===== src/rtl/pad_cfg_pkg.sv =====
// Shared types for the pad configuration sequencer: per-pad config byte,
// the safe (all-disabled) value and the apply-sequence state encoding.
package pad_cfg_pkg;

    // Bit 7..0 = {SR, PS, PE, IS, IE, OE, DS1, DS0}
    typedef struct packed {
        logic sr;
        logic ps;
        logic pe;
        logic is;
        logic ie;
        logic oe;
        logic ds1;
        logic ds0;
    } pad_cfg_t;

    // Output and input buffers disabled, no pull, minimum drive
    localparam pad_cfg_t PadCfgSafe = '0;

    typedef enum logic [1:0] {
        StIdle,
        StApply,
        StSettle
    } pad_seq_state_e;

    // $clog2 with a floor of one bit, for counters and indices
    function automatic int unsigned clog2_min1(input int unsigned v);
        return (v <= 2) ? 1 : $clog2(v);
    endfunction

endpackage


===== src/rtl/pad_cfg_regfile.sv =====
// Shadow configuration storage and its request/grant access port.
// Reads are always granted; writes only while the sequencer allows them.
// Out-of-range writes are granted and dropped, out-of-range reads return 0.
module pad_cfg_regfile
    import pad_cfg_pkg::*;
#(
    parameter int unsigned NumPads = 16,
    localparam int unsigned AddrW  = clog2_min1(NumPads)
) (
    input  logic                      clk_i,
    input  logic                      rst_i,
    input  logic                      wr_allow_i,
    input  logic                      wr_drop_i,
    input  logic                      cfg_req_i,
    input  logic                      cfg_we_i,
    input  logic [AddrW-1:0]          cfg_addr_i,
    input  logic [7:0]                cfg_wdata_i,
    output logic                      cfg_gnt_o,
    output logic                      cfg_rvalid_o,
    output logic [7:0]                cfg_rdata_o,
    output pad_cfg_t [NumPads-1:0]    shadow_o
);

    localparam logic [AddrW:0] NumPadsL = (AddrW + 1)'(NumPads);

    pad_cfg_t [NumPads-1:0] shadow_q;
    pad_cfg_t               rdata_q;
    logic                   rvalid_q;
    logic                   in_range;
    logic                   wr_en;
    logic                   rd_en;

    assign in_range  = ({1'b0, cfg_addr_i} < NumPadsL);
    assign cfg_gnt_o = cfg_req_i && (!cfg_we_i || wr_allow_i);
    assign wr_en     = cfg_gnt_o && cfg_we_i && in_range && !wr_drop_i;
    assign rd_en     = cfg_gnt_o && !cfg_we_i;

    // Shadow writes and the one-cycle-latency read return
    always_ff @(posedge clk_i) begin
        if (rst_i) begin
            shadow_q <= {NumPads{PadCfgSafe}};
            rvalid_q <= 1'b0;
            rdata_q  <= PadCfgSafe;
        end else begin
            if (wr_en) begin
                shadow_q[cfg_addr_i] <= pad_cfg_t'(cfg_wdata_i);
            end
            rvalid_q <= rd_en;
            rdata_q  <= (rd_en && in_range) ? shadow_q[cfg_addr_i] : PadCfgSafe;
        end
    end

    assign cfg_rvalid_o = rvalid_q;
    assign cfg_rdata_o  = rdata_q;
    assign shadow_o     = shadow_q;

endmodule


===== src/rtl/pad_cfg_sequencer.sv =====
// Pad ring configuration controller: applies the shadow configuration to
// the live pad controls one group at a time with a settle gap between
// groups, limiting simultaneous switching on the ring.
// Optional feature: define PAD_CFG_LOCK_EN to add lock_i, a sticky lock
// that drops writes and ignores commits until reset.
module pad_cfg_sequencer
    import pad_cfg_pkg::*;
#(
    parameter int unsigned NumPads      = 16,
    parameter int unsigned GroupSize    = 4,
    parameter int unsigned SettleCycles = 8,
    localparam int unsigned AddrW       = clog2_min1(NumPads)
) (
    input  logic               clk_i,
    input  logic               rst_i,
    input  logic               cfg_req_i,
    input  logic               cfg_we_i,
    input  logic [AddrW-1:0]   cfg_addr_i,
    input  logic [7:0]         cfg_wdata_i,
    output logic               cfg_gnt_o,
    output logic               cfg_rvalid_o,
    output logic [7:0]         cfg_rdata_o,
    input  logic               commit_i,
`ifdef PAD_CFG_LOCK_EN
    input  logic               lock_i,
`endif
    output logic               busy_o,
    output logic               done_o,
    output logic [NumPads-1:0] pad_ds0_o,
    output logic [NumPads-1:0] pad_ds1_o,
    output logic [NumPads-1:0] pad_ie_o,
    output logic [NumPads-1:0] pad_is_o,
    output logic [NumPads-1:0] pad_oe_o,
    output logic [NumPads-1:0] pad_pe_o,
    output logic [NumPads-1:0] pad_ps_o,
    output logic [NumPads-1:0] pad_sr_o
);

    localparam int unsigned     NumGroups = (NumPads + GroupSize - 1) / GroupSize;
    localparam int unsigned     GrpW      = clog2_min1(NumGroups);
    localparam int unsigned     CntW      = clog2_min1(SettleCycles);
    localparam logic [GrpW-1:0] LastGrp   = GrpW'(NumGroups - 1);
    localparam logic [CntW-1:0] CntInit   = (SettleCycles > 0) ? CntW'(SettleCycles - 1) : '0;

    pad_seq_state_e         state_q;
    logic [GrpW-1:0]        grp_q;
    logic [CntW-1:0]        cnt_q;
    logic                   pending_q;
    logic                   busy_q;
    logic                   done_q;
    pad_cfg_t [NumPads-1:0] live_q;
    pad_cfg_t [NumPads-1:0] shadow;
    logic                   locked;

`ifdef PAD_CFG_LOCK_EN
    logic locked_q;

    // Sticky lock, released only by reset
    always_ff @(posedge clk_i) begin
        if (rst_i) begin
            locked_q <= 1'b0;
        end else if (lock_i) begin
            locked_q <= 1'b1;
        end
    end

    assign locked = locked_q;
`else
    assign locked = 1'b0;
`endif

    pad_cfg_regfile #(
        .NumPads (NumPads)
    ) u_regfile (
        .clk_i        (clk_i),
        .rst_i        (rst_i),
        .wr_allow_i   (state_q == StIdle),
        .wr_drop_i    (locked),
        .cfg_req_i    (cfg_req_i),
        .cfg_we_i     (cfg_we_i),
        .cfg_addr_i   (cfg_addr_i),
        .cfg_wdata_i  (cfg_wdata_i),
        .cfg_gnt_o    (cfg_gnt_o),
        .cfg_rvalid_o (cfg_rvalid_o),
        .cfg_rdata_o  (cfg_rdata_o),
        .shadow_o     (shadow)
    );

    // Apply sequencer: group copy, settle countdown, pending re-run, status flags
    always_ff @(posedge clk_i) begin
        if (rst_i) begin
            state_q   <= StIdle;
            grp_q     <= '0;
            cnt_q     <= '0;
            pending_q <= 1'b0;
            busy_q    <= 1'b0;
            done_q    <= 1'b0;
            live_q    <= {NumPads{PadCfgSafe}};
        end else begin
            done_q <= 1'b0;
            unique case (state_q)
                StIdle: begin
                    if (!locked && (commit_i || pending_q)) begin
                        state_q   <= StApply;
                        busy_q    <= 1'b1;
                        grp_q     <= '0;
                        pending_q <= 1'b0;
                    end
                end
                StApply: begin
                    for (int unsigned i = 0; i < NumPads; i++) begin
                        if (GrpW'(i / GroupSize) == grp_q) begin
                            live_q[i] <= shadow[i];
                        end
                    end
                    if (commit_i && !locked) begin
                        pending_q <= 1'b1;
                    end
                    if (SettleCycles > 0) begin
                        cnt_q   <= CntInit;
                        state_q <= StSettle;
                    end else if (grp_q == LastGrp) begin
                        state_q <= StIdle;
                        busy_q  <= 1'b0;
                        done_q  <= 1'b1;
                    end else begin
                        grp_q <= grp_q + 1'b1;
                    end
                end
                StSettle: begin
                    if (commit_i && !locked) begin
                        pending_q <= 1'b1;
                    end
                    if (cnt_q == '0) begin
                        if (grp_q == LastGrp) begin
                            state_q <= StIdle;
                            busy_q  <= 1'b0;
                            done_q  <= 1'b1;
                        end else begin
                            grp_q   <= grp_q + 1'b1;
                            state_q <= StApply;
                        end
                    end else begin
                        cnt_q <= cnt_q - 1'b1;
                    end
                end
                default: begin
                    state_q <= StIdle;
                    busy_q  <= 1'b0;
                end
            endcase
        end
    end

    assign busy_o = busy_q;
    assign done_o = done_q;

    // Pad control pins are plain bit slices of the live registers
    always_comb begin
        pad_ds0_o = '0;
        pad_ds1_o = '0;
        pad_ie_o  = '0;
        pad_is_o  = '0;
        pad_oe_o  = '0;
        pad_pe_o  = '0;
        pad_ps_o  = '0;
        pad_sr_o  = '0;
        for (int unsigned i = 0; i < NumPads; i++) begin
            pad_ds0_o[i] = live_q[i].ds0;
            pad_ds1_o[i] = live_q[i].ds1;
            pad_ie_o[i]  = live_q[i].ie;
            pad_is_o[i]  = live_q[i].is;
            pad_oe_o[i]  = live_q[i].oe;
            pad_pe_o[i]  = live_q[i].pe;
            pad_ps_o[i]  = live_q[i].ps;
            pad_sr_o[i]  = live_q[i].sr;
        end
    end

endmodule


===== config.mk =====
export PLATFORM = sky130hd
export DESIGN_NAME = pad_cfg_sequencer
export DESIGN_NICKNAME = d
export VERILOG_FILES = /design/src/rtl/pad_cfg_pkg.sv /design/src/rtl/pad_cfg_regfile.sv /design/src/rtl/pad_cfg_sequencer.sv
export SDC_FILE = /design/constraint.sdc
export NUM_CORES = 1
export LEC_CHECK = 0
export ABC_AREA = 1
export CAP_MARGIN = 20
export CELL_PAD_IN_SITES_DETAIL_PLACEMENT = 1
export CELL_PAD_IN_SITES_GLOBAL_PLACEMENT = 2
export CORE_MARGIN = 2
export CORE_UTILIZATION = 37
export CTS_BUF_LIST = sky130_fd_sc_hd__clkbuf_8
export DETAILED_ROUTE_END_ITERATION = 7
export DONT_BUFFER_PORTS = 1
export PLACE_DENSITY_LB_ADDON = 0.3
export SLEW_MARGIN = 20
export SYNTH_ARGS = -nofsm -noshare
export SYNTH_HDL_FRONTEND = slang
export SYNTH_HIERARCHICAL = 1
export SYNTH_SLANG_ARGS = --single-unit

===== constraint.sdc =====
create_clock -name clk_i -period 2 [get_ports clk_i]
set_input_delay 0.2 -clock clk_i [delete_from_list [all_inputs] [get_ports clk_i]]
set_output_delay 0.2 -clock clk_i [all_outputs]
set_load 0.01 [all_outputs]

==> results.py <==
metrics = {
    "cts": {
        "path_clk_slew_ns": 0.07,
        "cts_root_buf": "clkbuf_8",
        "postCtsSetupBuffers": 0,
        "cts_made_buffers": 48,
        "clk_latency_ns": 0.57,
        "clock_sinks": 275,
        "cts.htree.levels": 2,
        "cts_tree": "built",
        "cts_max_path_buffers": 3,
    },
    "route": {
        "drc": 0,
        "final_antenna_net_count": 0,
        "vias": 10400,
        "drt_iter0_markers": 510,
        "vias_per_cell": 5.09,
        "wl_per_cell_um": 18.1,
        "firstDrtPassIters": 5,
        "routed_wirelength_um": 37100,
    },
    "critical_path": {
        "crit_path_end_kind": "register",
        "cp_data_required_time_ns": 2.50,
        "worstPathMaxFanout": 28,
        "critPathCapture": "u_regfile/shadow_o[27]",
        "cp.arrival_ns": 2.33,
        "worstSetupStartpointType": "register",
        "cp-startpoint": "state_q[0]",
        "rr_worst_depth": 9,
        "r2r_start": "state_q[0]",
        "timing.rr.end": "u_regfile/shadow_o[27]",
        "reg2reg_slack_ns": 0.17,
        "critPathKind": "reg2reg",
    },
    "timing": {
        "finalMaxSlewViolations": 0,
        "hold_ws_ns": 0.0575,
        "final-hold-violation-count": 0,
        "period_needed_ns": 1.83,
        "setup_viol": 0,
        "worst_pin_slew_ns": 1.20,
        "fmax_mhz": 546,
        "slew_headroom": 0.201,
        "skew_ns": 0.0218,
        "period_share": 0.916,
        "rsz0062_at_grt": "true",
    },
    "yosys": {
        "synth_area_sq_um": 11300,
        "yosysWarnings": 6,
        "syn_avg_cell_area_sq_um": 6.94,
        "syn-num-nets": 1652,
        "synth_seq_cells": 275,
        "ys_types": 24,
        "yosysSeqAreaShare": 0.488,
        "netlist_instances": 1624,
    },
    "placement": {
        "place.gp.congestion": 0.804,
        "io_buffer_count": 0,
        "place_inst": 1949,
        "dp_hpwl_um": 24800,
        "dpl_cell_area_sq_um": 11600,
    },
    "power": {
        "power_density_nw_per_um2": 1070,
        "ir_drop_mv": 0.459,
        "p_leak_uw": 0.00510,
    },
    "final_layout": {
        "finish.utilization": 0.424,
        "final_nets": 1651,
        "fin_area_sq_um": 12600,
        "diodes": 0,
        "syn_to_final_growth_pct": 12.0,
        "stdcell_count": 2045,
        "drive_gt1_frac": 0.0725,
    },
    "die": {
        "core_area_sq_um": 29800,
        "die_w_um": 179,
        "die_area_sq_um": 31900,
        "rows": 63,
        "boundaryPins": 157,
        "floorplan.initialDensity": 0.378,
        "die_h_um": 179,
    },
    "status": {
        "status": "complete, no violations",
    },
    "grt": {
        "grt_util_all_layers": 0.233,
        "antenna_found_initial": 3,
        "grt_pass1_vias": 10600,
        "overflow": 0,
        "grt_pass1_wl_um": 58500,
        "grt_max_degree": 81,
    },
    "job": {
        "drv_cap": 0,
    },
    "hold_path": {
        "hp-class": "in2reg",
    },
}
## sequential cells by signal, indices dropped and copies added (netlist names), 2 cells and up
name,count
pad_ds0_o,16
pad_oe_o,16
cnt_q,3
pad_ds1_o,16
u_regfile/cfg_rdata_o,8
pad_ie_o,16
grp_q,2
pad_is_o,16
pad_sr_o,16
u_regfile/shadow_o,128
pad_ps_o,16
pad_pe_o,16
state_q,2
## worst min-delay path by stage
stage / startpoint / end / slack [ns] / depth (start not counted)
finish: cfg_addr_i[1] / u_regfile/cfg_rdata_o[6] / 0.06 / 6
global route: cfg_addr_i[2] / u_regfile/cfg_rdata_o[5] / 0.07 / 5
CTS: cfg_addr_i[1] / u_regfile/cfg_rdata_o[6] / 0.01 / 6
detailed placement: rst_i / cnt_q[2] / 0.28 / 1
global placement: rst_i / cnt_q[2] / 0.28 / 1
floorplan: rst_i / cnt_q[2] / 0.27 / 1
## where the power goes
group | total [uW] | switching (uW) | internal [uW] | leakage [uW]
Sequential | 6600 | 576 | 6020 | 0.00222
Combinational | 2170 | 1430 | 739 | 0.00235
Clock | 4790 | 2270 | 2520 | 0.000525
Total | 13600 | 4270 | 9280 | 0.00510
## per-layer routing
metal  routed length [um]  GRT usage  up-vias  share of wire
li1                     -          -     5162              -
met1                17400      0.314     4927           0.47
met2                16800      0.380      251           0.45
met3                 2170     0.0497       53          0.058
met4                  658     0.0610        6          0.018
met5                   41          0        -         0.0011
## cell usage in the layout, fill, tap and decap left out
cell type      count
nor3_4             1
buf_12             5
clkinv_2           4
nor2_1           426
inv_2             15
o21ai_0          210
dlygate4sd3_1     13
clkbuf_8          56
clkinvlp_4         2
nor2_2             5
nor3_1             3
buf_4             16
a31oi_1            1
buf_6              2
inv_1             50
and2_1             2
buf_16             1
ha_1              11
nor2_4             4
dfxtp_1          275
nand4_1            3
o21bai_1           2
nand2_1          413
nand3_1           59
nand2_2            9
a21oi_1           66
conb_1             1
## Yosys cell counts
library cell | n | area share
nor2_1 | 426 | 0.14
nand2_1 | 421 | 0.14
dfxtp_1 | 275 | 0.49
o21ai_0 | 210 | 0.093
a21oi_1 | 66 | 0.029
nand3_1 | 59 | 0.026
clkbuf_1 | 49 | 0.016
inv_1 | 34 | 0.011
buf_2 | 19 | 0.0084
buf_4 | 14 | 0.0093
ha_1 | 11 | 0.012
inv_2 | 11 | 0.0037
nor2_2 | 5 | 0.0028
buf_6 | 4 | 0.0040
nor2_4 | 4 | 0.0040
nand4_1 | 3 | 0.0017
nor3_1 | 3 | 0.0013
and2_1 | 2 | 0.0011
buf_1 | 2 | 0.00067
o21bai_1 | 2 | 0.0013
a31oi_1 | 1 | 0.00056
conb_1 | 1 | 0.00033
nand2_2 | 1 | 0.00056
nor3_4 | 1 | 0.0014
## repair_timing
action,4_1_cts,5_1_grt
resized for setup,0,14
endpoints found under the setup margin,0,85
hold buffers,14,0
endpoints found under the hold margin,136,0
## cell families (layout without fill, tap and decap cells)
group / after synthesis / after routing / synth area share
flops: 275 / 275 / 0.488
buf+inv: 133 / 164 / 0.0537
fa+ha+maj: 11 / 11 / 0.0122
simple gates: 925 / 925 / 0.321
compound gates: 279 / 279 / 0.124
other cells: 1 / 1 / 0.000333
## metrics by stage
stage | power [uW] | worst slack (ns) | setup TNS [ns]
floorplan | 8270 | 0.372 | 0
global route | 14400 | -0.0123 | -0.0271
global placement | 8650 | 0.175 | 0
CTS | 13700 | 0.0524 | 0
finish | 13600 | 0.168 | 0
detailed placement | 8790 | 0.0768 | 0
## critical path, stage by stage (launching register included)
cell     delay [ns]
dfxtp_1        0.33
inv_1          0.12
ha_1           0.18
nand2_1        0.10
nor3_4         0.16
buf_12         0.23
nand2_1        0.24
inv_2          0.21
nor2_1         0.07
nor2_1         0.10
## area by class of cell
class                   count  area (sq um)
well taps                 390           488
multi-input cells        1216          5180
clock buffers              56           771
clock inverters            26           110
fillers                  3827         17200
repair buffers             37           400
flip-flops and latches    275          5510
inverters                  45           169
No activity file was read; power rests on OpenSTA's default activity.
